[config.mk]
export PLATFORM = sky130hd
export DESIGN_NAME = total_zeros_vlc_pipe
export DESIGN_NICKNAME = d
export VERILOG_FILES = /design/src/rtl/total_zeros_pkg.sv /design/src/rtl/total_zeros_lut.sv /design/src/rtl/total_zeros_vlc_pipe.sv
export SDC_FILE = /design/constraint.sdc
export NUM_CORES = 1
export LEC_CHECK = 0
export CAP_MARGIN = 20
export CORE_AREA = 2 2 90 92
export DETAILED_ROUTE_END_ITERATION = 8
export DIE_AREA = 0 0 92 94
export GPL_TIMING_DRIVEN = 0
export MAX_ROUTING_LAYER = met4
export PLACE_DENSITY = 0.74
export SLEW_MARGIN = 20
export SYNTH_ARGS = -nofsm -noshare
export SYNTH_HDL_FRONTEND = slang
export SYNTH_SLANG_ARGS = --single-unit
[constraint.sdc]
create_clock -name clk -period 8.5 [get_ports clk]
set_clock_uncertainty 0.05 [all_clocks]
set_input_delay 1.275 -clock clk [delete_from_list [all_inputs] [get_ports clk]]
set_output_delay 1.275 -clock clk [all_outputs]
set_load 0.01 [all_outputs]
[src/rtl/total_zeros_pkg.sv]
// Mode enumeration, maxNumCoeff and total_zeros codeword tables.
// Rows are indexed by TotalCoeff-1, columns by TotalZeros; unused cells are zero.
package total_zeros_pkg;

  typedef enum logic [1:0] {
    MODE_4X4     = 2'd0,
    MODE_CDC_2X2 = 2'd1,
    MODE_CDC_2X4 = 2'd2,
    MODE_RSVD    = 2'd3
  } tz_mode_e;

  function automatic logic [4:0] max_num_coeff(input tz_mode_e mode);
    logic [4:0] v;
    case (mode)
      MODE_4X4:     v = 5'd16;
      MODE_CDC_2X2: v = 5'd4;
      MODE_CDC_2X4: v = 5'd8;
      default:      v = 5'd0;
    endcase
    return v;
  endfunction

  localparam logic [3:0] TZ4X4_LEN [15][16] = '{
    '{4'd1,4'd3,4'd3,4'd4,4'd4,4'd5,4'd5,4'd6,4'd6,4'd7,4'd7,4'd8,4'd8,4'd9,4'd9,4'd9},
    '{4'd3,4'd3,4'd3,4'd3,4'd3,4'd4,4'd4,4'd4,4'd4,4'd5,4'd5,4'd6,4'd6,4'd6,4'd6,4'd0},
    '{4'd4,4'd3,4'd3,4'd3,4'd4,4'd4,4'd3,4'd3,4'd4,4'd5,4'd5,4'd6,4'd5,4'd6,4'd0,4'd0},
    '{4'd5,4'd3,4'd4,4'd4,4'd3,4'd3,4'd3,4'd4,4'd3,4'd4,4'd5,4'd5,4'd5,4'd0,4'd0,4'd0},
    '{4'd4,4'd4,4'd4,4'd3,4'd3,4'd3,4'd3,4'd3,4'd4,4'd5,4'd4,4'd5,4'd0,4'd0,4'd0,4'd0},
    '{4'd6,4'd5,4'd3,4'd3,4'd3,4'd3,4'd3,4'd3,4'd4,4'd3,4'd6,4'd0,4'd0,4'd0,4'd0,4'd0},
    '{4'd6,4'd5,4'd3,4'd3,4'd3,4'd2,4'd3,4'd4,4'd3,4'd6,4'd0,4'd0,4'd0,4'd0,4'd0,4'd0},
    '{4'd6,4'd4,4'd5,4'd3,4'd2,4'd2,4'd3,4'd3,4'd6,4'd0,4'd0,4'd0,4'd0,4'd0,4'd0,4'd0},
    '{4'd6,4'd6,4'd4,4'd2,4'd2,4'd3,4'd2,4'd5,4'd0,4'd0,4'd0,4'd0,4'd0,4'd0,4'd0,4'd0},
    '{4'd5,4'd5,4'd3,4'd2,4'd2,4'd2,4'd4,4'd0,4'd0,4'd0,4'd0,4'd0,4'd0,4'd0,4'd0,4'd0},
    '{4'd4,4'd4,4'd3,4'd3,4'd1,4'd3,4'd0,4'd0,4'd0,4'd0,4'd0,4'd0,4'd0,4'd0,4'd0,4'd0},
    '{4'd4,4'd4,4'd2,4'd1,4'd3,4'd0,4'd0,4'd0,4'd0,4'd0,4'd0,4'd0,4'd0,4'd0,4'd0,4'd0},
    '{4'd3,4'd3,4'd1,4'd2,4'd0,4'd0,4'd0,4'd0,4'd0,4'd0,4'd0,4'd0,4'd0,4'd0,4'd0,4'd0},
    '{4'd2,4'd2,4'd1,4'd0,4'd0,4'd0,4'd0,4'd0,4'd0,4'd0,4'd0,4'd0,4'd0,4'd0,4'd0,4'd0},
    '{4'd1,4'd1,4'd0,4'd0,4'd0,4'd0,4'd0,4'd0,4'd0,4'd0,4'd0,4'd0,4'd0,4'd0,4'd0,4'd0}
  };

  localparam logic [2:0] TZ4X4_CODE [15][16] = '{
    '{3'd1,3'd3,3'd2,3'd3,3'd2,3'd3,3'd2,3'd3,3'd2,3'd3,3'd2,3'd3,3'd2,3'd3,3'd2,3'd1},
    '{3'd7,3'd6,3'd5,3'd4,3'd3,3'd5,3'd4,3'd3,3'd2,3'd3,3'd2,3'd3,3'd2,3'd1,3'd0,3'd0},
    '{3'd5,3'd7,3'd6,3'd5,3'd4,3'd3,3'd4,3'd3,3'd2,3'd3,3'd2,3'd1,3'd1,3'd0,3'd0,3'd0},
    '{3'd3,3'd7,3'd5,3'd4,3'd6,3'd5,3'd4,3'd3,3'd3,3'd2,3'd2,3'd1,3'd0,3'd0,3'd0,3'd0},
    '{3'd5,3'd4,3'd3,3'd7,3'd6,3'd5,3'd4,3'd3,3'd2,3'd1,3'd1,3'd0,3'd0,3'd0,3'd0,3'd0},
    '{3'd1,3'd1,3'd7,3'd6,3'd5,3'd4,3'd3,3'd2,3'd1,3'd1,3'd0,3'd0,3'd0,3'd0,3'd0,3'd0},
    '{3'd1,3'd1,3'd5,3'd4,3'd3,3'd3,3'd2,3'd1,3'd1,3'd0,3'd0,3'd0,3'd0,3'd0,3'd0,3'd0},
    '{3'd1,3'd1,3'd1,3'd3,3'd3,3'd2,3'd2,3'd1,3'd0,3'd0,3'd0,3'd0,3'd0,3'd0,3'd0,3'd0},
    '{3'd1,3'd0,3'd1,3'd3,3'd2,3'd1,3'd1,3'd1,3'd0,3'd0,3'd0,3'd0,3'd0,3'd0,3'd0,3'd0},
    '{3'd1,3'd0,3'd1,3'd3,3'd2,3'd1,3'd1,3'd0,3'd0,3'd0,3'd0,3'd0,3'd0,3'd0,3'd0,3'd0},
    '{3'd0,3'd1,3'd1,3'd2,3'd1,3'd3,3'd0,3'd0,3'd0,3'd0,3'd0,3'd0,3'd0,3'd0,3'd0,3'd0},
    '{3'd0,3'd1,3'd1,3'd1,3'd1,3'd0,3'd0,3'd0,3'd0,3'd0,3'd0,3'd0,3'd0,3'd0,3'd0,3'd0},
    '{3'd0,3'd1,3'd1,3'd1,3'd0,3'd0,3'd0,3'd0,3'd0,3'd0,3'd0,3'd0,3'd0,3'd0,3'd0,3'd0},
    '{3'd0,3'd1,3'd1,3'd0,3'd0,3'd0,3'd0,3'd0,3'd0,3'd0,3'd0,3'd0,3'd0,3'd0,3'd0,3'd0},
    '{3'd0,3'd1,3'd0,3'd0,3'd0,3'd0,3'd0,3'd0,3'd0,3'd0,3'd0,3'd0,3'd0,3'd0,3'd0,3'd0}
  };

  localparam logic [3:0] TZ2X2_LEN [3][4] = '{
    '{4'd1,4'd2,4'd3,4'd3}, '{4'd1,4'd2,4'd2,4'd0}, '{4'd1,4'd1,4'd0,4'd0}
  };
  localparam logic [2:0] TZ2X2_CODE [3][4] = '{
    '{3'd1,3'd1,3'd1,3'd0}, '{3'd1,3'd1,3'd0,3'd0}, '{3'd1,3'd0,3'd0,3'd0}
  };

  localparam logic [3:0] TZ2X4_LEN [7][8] = '{
    '{4'd1,4'd3,4'd3,4'd4,4'd4,4'd4,4'd5,4'd5},
    '{4'd3,4'd2,4'd3,4'd3,4'd3,4'd3,4'd3,4'd0},
    '{4'd3,4'd3,4'd2,4'd2,4'd3,4'd3,4'd0,4'd0},
    '{4'd3,4'd2,4'd2,4'd2,4'd3,4'd0,4'd0,4'd0},
    '{4'd2,4'd2,4'd2,4'd2,4'd0,4'd0,4'd0,4'd0},
    '{4'd2,4'd2,4'd1,4'd0,4'd0,4'd0,4'd0,4'd0},
    '{4'd1,4'd1,4'd0,4'd0,4'd0,4'd0,4'd0,4'd0}
  };
  localparam logic [2:0] TZ2X4_CODE [7][8] = '{
    '{3'd1,3'd2,3'd3,3'd2,3'd3,3'd1,3'd1,3'd0},
    '{3'd0,3'd1,3'd1,3'd4,3'd5,3'd6,3'd7,3'd0},
    '{3'd0,3'd1,3'd1,3'd2,3'd6,3'd7,3'd0,3'd0},
    '{3'd6,3'd0,3'd1,3'd2,3'd7,3'd0,3'd0,3'd0},
    '{3'd0,3'd1,3'd2,3'd3,3'd0,3'd0,3'd0,3'd0},
    '{3'd0,3'd1,3'd1,3'd0,3'd0,3'd0,3'd0,3'd0},
    '{3'd0,3'd1,3'd0,3'd0,3'd0,3'd0,3'd0,3'd0}
  };

endpackage

[src/rtl/total_zeros_lut.sv]
// Combinational total_zeros codeword lookup; any cell outside the
// table for the selected mode yields code 0 / length 0.
module total_zeros_lut
  import total_zeros_pkg::*;
(
  input  tz_mode_e   i_mode,
  input  logic [4:0] i_total_coeff,
  input  logic [3:0] i_total_zeros,
  output logic [2:0] o_code,
  output logic [3:0] o_len
);

  logic [3:0] w_row4;
  logic [1:0] w_row2x2;
  logic [2:0] w_row2x4;

  assign w_row4   = i_total_coeff[3:0] - 4'd1;
  assign w_row2x2 = i_total_coeff[1:0] - 2'd1;
  assign w_row2x4 = i_total_coeff[2:0] - 3'd1;

  always_comb begin
    o_code = '0;
    o_len  = '0;
    case (i_mode)
      MODE_4X4: begin
        if (i_total_coeff >= 5'd1 && i_total_coeff <= 5'd15) begin
          o_code = TZ4X4_CODE[w_row4][i_total_zeros];
          o_len  = TZ4X4_LEN[w_row4][i_total_zeros];
        end
      end
      MODE_CDC_2X2: begin
        if (i_total_coeff >= 5'd1 && i_total_coeff <= 5'd3 && i_total_zeros <= 4'd3) begin
          o_code = TZ2X2_CODE[w_row2x2][i_total_zeros[1:0]];
          o_len  = TZ2X2_LEN[w_row2x2][i_total_zeros[1:0]];
        end
      end
      MODE_CDC_2X4: begin
        if (i_total_coeff >= 5'd1 && i_total_coeff <= 5'd7 && i_total_zeros <= 4'd7) begin
          o_code = TZ2X4_CODE[w_row2x4][i_total_zeros[2:0]];
          o_len  = TZ2X4_LEN[w_row2x4][i_total_zeros[2:0]];
        end
      end
      default: ;
    endcase
  end

endmodule

[src/rtl/total_zeros_vlc_pipe.sv]
// Two-stage elastic total_zeros VLC encoder: stage 1 captures and validates,
// stage 2 holds the looked-up codeword; a bit counter sums emitted lengths.
module total_zeros_vlc_pipe
  import total_zeros_pkg::*;
#(
  parameter int CODE_W = 9,
  parameter int LEN_W  = 4,
  parameter int CNT_W  = 16
) (
  input  logic              clk,
  input  logic              rst,
  input  logic              in_valid,
  output logic              in_ready,
  input  logic [1:0]        in_mode,
  input  logic [4:0]        in_total_coeff,
  input  logic [3:0]        in_total_zeros,
  output logic              out_valid,
  input  logic              out_ready,
  output logic [CODE_W-1:0] out_code,
  output logic [LEN_W-1:0]  out_len,
  output logic              out_err,
  input  logic              cnt_clear,
  output logic [CNT_W-1:0]  bit_count
);

  tz_mode_e          w_mode;
  logic [4:0]        w_max;
  logic [4:0]        w_room;
  logic              w_err;
  logic              w_skip;
  logic              w_s2_en;
  logic              w_in_fire;
  logic              w_out_fire;
  logic [2:0]        w_lut_code;
  logic [3:0]        w_lut_len;

  logic              r_s1_vld;
  tz_mode_e          r_s1_mode;
  logic [4:0]        r_s1_tc;
  logic [3:0]        r_s1_tz;
  logic              r_s1_skip;
  logic              r_s1_err;

  logic              r_s2_vld;
  logic [CODE_W-1:0] r_s2_code;
  logic [LEN_W-1:0]  r_s2_len;
  logic              r_s2_err;
  logic [CNT_W-1:0]  r_cnt;

  // w_room is only meaningful once TotalCoeff <= maxNumCoeff is known
  assign w_mode = tz_mode_e'(in_mode);
  assign w_max  = max_num_coeff(w_mode);
  assign w_room = w_max - in_total_coeff;
  assign w_err  = (w_mode == MODE_RSVD) || (in_total_coeff > w_max) ||
                  ({1'b0, in_total_zeros} > w_room);
  assign w_skip = !w_err && (in_total_coeff == 5'd0 || in_total_coeff == w_max);

  assign w_s2_en    = !r_s2_vld || out_ready;
  assign in_ready   = !r_s1_vld || w_s2_en;
  assign w_in_fire  = in_valid && in_ready;
  assign w_out_fire = r_s2_vld && out_ready;

  always_ff @(posedge clk) begin
    if (rst) begin
      r_s1_vld <= 1'b0;
    end else if (in_ready) begin
      r_s1_vld <= in_valid;
    end
  end

  always_ff @(posedge clk) begin
    if (w_in_fire) begin
      r_s1_mode <= w_mode;
      r_s1_tc   <= in_total_coeff;
      r_s1_tz   <= in_total_zeros;
      r_s1_skip <= w_skip;
      r_s1_err  <= w_err;
    end
  end

  total_zeros_lut u_lut (
    .i_mode        (r_s1_mode),
    .i_total_coeff (r_s1_tc),
    .i_total_zeros (r_s1_tz),
    .o_code        (w_lut_code),
    .o_len         (w_lut_len)
  );

  always_ff @(posedge clk) begin
    if (rst) begin
      r_s2_vld  <= 1'b0;
      r_s2_code <= '0;
      r_s2_len  <= '0;
      r_s2_err  <= 1'b0;
    end else if (w_s2_en) begin
      r_s2_vld <= r_s1_vld;
      if (r_s1_vld) begin
        r_s2_code <= (r_s1_skip || r_s1_err) ? '0 : CODE_W'(w_lut_code);
        r_s2_len  <= (r_s1_skip || r_s1_err) ? '0 : LEN_W'(w_lut_len);
        r_s2_err  <= r_s1_err;
      end
    end
  end

  // A clear coinciding with a transfer restarts the count at that length
  always_ff @(posedge clk) begin
    if (rst) begin
      r_cnt <= '0;
    end else if (w_out_fire) begin
      r_cnt <= (cnt_clear ? '0 : r_cnt) + CNT_W'(r_s2_len);
    end else if (cnt_clear) begin
      r_cnt <= '0;
    end
  end

  assign out_valid = r_s2_vld;
  assign out_code  = r_s2_code;
  assign out_len   = r_s2_len;
  assign out_err   = r_s2_err;
  assign bit_count = r_cnt;

endmodule

==> results_dict.tcl <==
set metrics [dict create \
    finalSetupViolCount 0 \
    p_leak_uw 0.00175 \
    reg2reg_depth 13 \
    cts-root-buf "clkbuf_8" \
    clk-insertion-delay-late_ns 0.29 \
    path_class "flip-flop to flip-flop" \
    powerDensity_nw_per_um2 110 \
    nNetsFinal 641 \
    wl_per_cell_um 22.4 \
    slowest_delay_ns 0.65 \
    fin_crit_sh 0.622 \
    core_um2 7610 \
    areaGrowthSynthToFinish_pct 15.3 \
    tns_ns 0 \
    synth-seq-cells 39 \
    timing.final.max_slew_violations 0 \
    rsz0062_at_grt "no" \
    slew_headroom 0.461 \
    power_uw 524 \
    die_h_um 94 \
    grt_overflow 0 \
    synthFlopType "dfxtp_1" \
    cp.required_ns 8.59 \
    io_pins 48 \
    clk_pin_slew_ns 0.08 \
    dr.pass1.iters 6 \
    initial_core_util 0.541 \
    drv_cap 0 \
    setup_ws_ns 3.21 \
    drtIter0Drc 818 \
    n_fill_cell 687 \
    gr-usage-all-layers 0.377 \
    die_x_um 92 \
    grt_max_degree 14 \
    yosysWarnings 0 \
    start_kind "flip-flop" \
    ys_types 75 \
    rr_endpoint "out_len[1]$_SDFFE_PP0P_" \
    placement_rows 32 \
    antenna_left 0 \
    cts_max_level 2 \
    status "completed" \
    vias 4722 \
    drive_above_1_share 0.0765 \
    num_antenna_cells 0 \
    cts_setup_buffers 0 \
    endpoint "out_len[1]$_SDFFE_PP0P_" \
    cts.path.max_buffers 2 \
    cts_hold_buf 0 \
    hold_viol 0 \
    gp_congestion 1.08 \
    synth_area_um2 4120 \
    cpMostUsedCell "buf_2" \
    pre_cts_ws_ns 3.49 \
    cp.arrival_ns 5.38 \
    max_slew.worst_pin.slew_ns 0.801 \
    grt_pass1_wl_mm 24.4 \
    drc 0 \
    wirelength_mm 15.7 \
    fmax_ghz 0.189 \
    synth.avg_cell_area_um2 7.51 \
    port_buffers 40 \
    ys_seq_area_frac 0.221 \
    startpoint "r_s1_tc[0]$_DFFE_PP_" \
    hpwl_mm 11.8 \
    die-area_um2 8650 \
    cts.repair.resized 0 \
    async_flop_share 0 \
    crit_path_max_fanout 10 \
    period_minus_slack_ns 5.29 \
    cts_buffers 5 \
    drt-vias-per-instance 6.72 \
    reg2reg_slack_ns 3.21 \
    crit_slowest_cell "o41ai_1" \
    irDropWorstVdd_mv 0.0916 \
    grt_pass1_vias 4454 \
    syn_inst 548 \
    cts_tree "yes" \
    synth_edf_count 13 \
    antenna_found_initial 0 \
    final_core_util 0.624 \
    hold_path.class "flip-flop to flip-flop" \
    clock_sinks 39 \
    crit_chain "buf_2 > buf_2 > inv_1 > ha_1 > clkbuf_1 > inv_1 > ha_1 > buf_2 > buf_1 > buf_1 > a31oi_1 > o41ai_1 > o221ai_1" \
    critPathCaptureType "flip-flop" \
    r2r_start "r_s1_tc[0]$_DFFE_PP_" \
]
[registers in the layout, summed over array words and instances, names as in the netlist]
name	cells
r_s1_tc	5
r_s1_vld	1
r_s1_mode	2
out_code	3
bit_count	16
r_s1_tz	4
r_s1_err	1
r_s1_skip	1
out_err	1
out_len	4
out_valid	1
[cell usage in the layout (no fill, tap or decap), types with 7 or more instances in the layout]
cell type | Yosys | final
buf_2 | 14 | 14
xnor2_1 | 14 | 14
nor2_1 | 50 | 50
edfxtp_1 | 13 | 13
o21ai_0 | 26 | 26
nand2b_1 | 10 | 10
a21o_1 | 8 | 8
o31ai_1 | 7 | 7
ha_1 | 24 | 24
nand2_1 | 38 | 38
buf_4 | 8 | 8
nor3_1 | 21 | 21
a211o_1 | 7 | 7
nand3_1 | 14 | 14
o211ai_1 | 9 | 9
o21a_1 | 9 | 9
a21oi_1 | 42 | 42
nor4_1 | 7 | 7
nor2b_1 | 24 | 24
dfxtp_1 | 26 | 26
a31oi_1 | 9 | 9
buf_1 | 7 | 7
a211oi_1 | 12 | 12
clkdlybuf4s50_1 | 0 | 40
inv_1 | 26 | 26
clkbuf_1 | 19 | 20
[synthesized netlist by cell type, drive strengths merged (5+ instances only)]
cell type | n | area share
mux2i | 5 | 0.012
a31oi | 9 | 0.014
xnor2 | 14 | 0.030
o21a | 9 | 0.016
ha | 24 | 0.073
o2111ai | 5 | 0.011
nor2b | 24 | 0.036
o31ai | 8 | 0.018
nand4 | 5 | 0.0076
or2 | 5 | 0.0076
o221ai | 5 | 0.011
nor3 | 21 | 0.026
and3 | 6 | 0.0091
nand3 | 15 | 0.019
clkbuf | 19 | 0.017
o21ai | 28 | 0.034
nor4 | 8 | 0.014
a21o | 8 | 0.015
a211oi | 12 | 0.022
a211o | 7 | 0.015
nor2 | 51 | 0.047
o211ai | 9 | 0.016
nand2b | 10 | 0.015
edfxtp | 13 | 0.095
nand2 | 39 | 0.037
a21oi | 42 | 0.051
buf | 32 | 0.046
dfxtp | 26 | 0.13
inv | 26 | 0.024
[critical path: cells and delay by family (launching register included)]
family / cells / cell delay, ns
buffers and inverters: 8 / 2.80
AOI/OAI and AO/OA: 3 / 1.00
adders and majority gates: 2 / 0.79
DFF: 1 / 0.51
[logic make-up after synthesis]
group                    Yosys count  synth area share
AO/OA/AOI/OAI                    186             0.319
XOR/XNOR                          17            0.0362
adder cells (fa/ha/maj)           25            0.0778
buffers and inverters             77            0.0872
flip-flops                        39             0.221
multiplexers                       6            0.0149
other                              1          0.000911
AND/OR/NAND/NOR                  197             0.243
[worst min-delay path by stage]
stage,start,end,cells past startpoint
2_1_floorplan,out_err$_SDFFE_PP0P_,out_err$_SDFFE_PP0P_,2
3_3_place_gp,out_err$_SDFFE_PP0P_,out_err$_SDFFE_PP0P_,2
3_5_place_dp,out_err$_SDFFE_PP0P_,out_err$_SDFFE_PP0P_,2
4_1_cts,out_err$_SDFFE_PP0P_,out_err$_SDFFE_PP0P_,2
5_1_grt,out_err$_SDFFE_PP0P_,out_err$_SDFFE_PP0P_,2
6_report,out_err$_SDFFE_PP0P_,out_err$_SDFFE_PP0P_,2
[cell type report]
class / count / area, um^2 / share of cell area
Sequential cell: 39 / 911 / 0.192
Timing Repair Buffer: 40 / 400 / 0.0843
Tap cell: 102 / 128 / 0.0269
Buffer: 51 / 262 / 0.0551
Clock buffer: 6 / 72.6 / 0.0153
Clock inverter: 2 / 11.3 / 0.00237
Inverter: 26 / 97.6 / 0.0206
Multi-Input combinational cell: 437 / 2870 / 0.604
[through the flow]
stage | cell area, um^2 | hold slack (ns) | cells
2_1_floorplan | 4140 | 0.431 | 553
3_3_place_gp | 4660 | 0.406 | 695
3_5_place_dp | 4660 | 0.420 | 695
4_1_cts | 4750 | 0.431 | 703
5_1_grt | 4750 | 0.445 | 703
6_report | 4750 | 0.423 | 703
[per-layer routing]
layer / wire length, um / share of wire / track usage
met3: 1790 / 0.11 / 0.0899
met1: 6320 / 0.40 / 0.479
met2: 7040 / 0.45 / 0.585
met4: 598 / 0.038 / 0.144
met5: 0 / 0 / -
[where the power goes]
group,internal [uW],switching [uW],total [uW],leakage [uW]
Sequential,198,5.88,203,0.000336
Combinational,67.9,128,196,0.00137
Clock,57.7,67.6,125,0.0000455
Total,323,201,524,0.00175
Note: power is estimated with default switching activity, not from simulation.
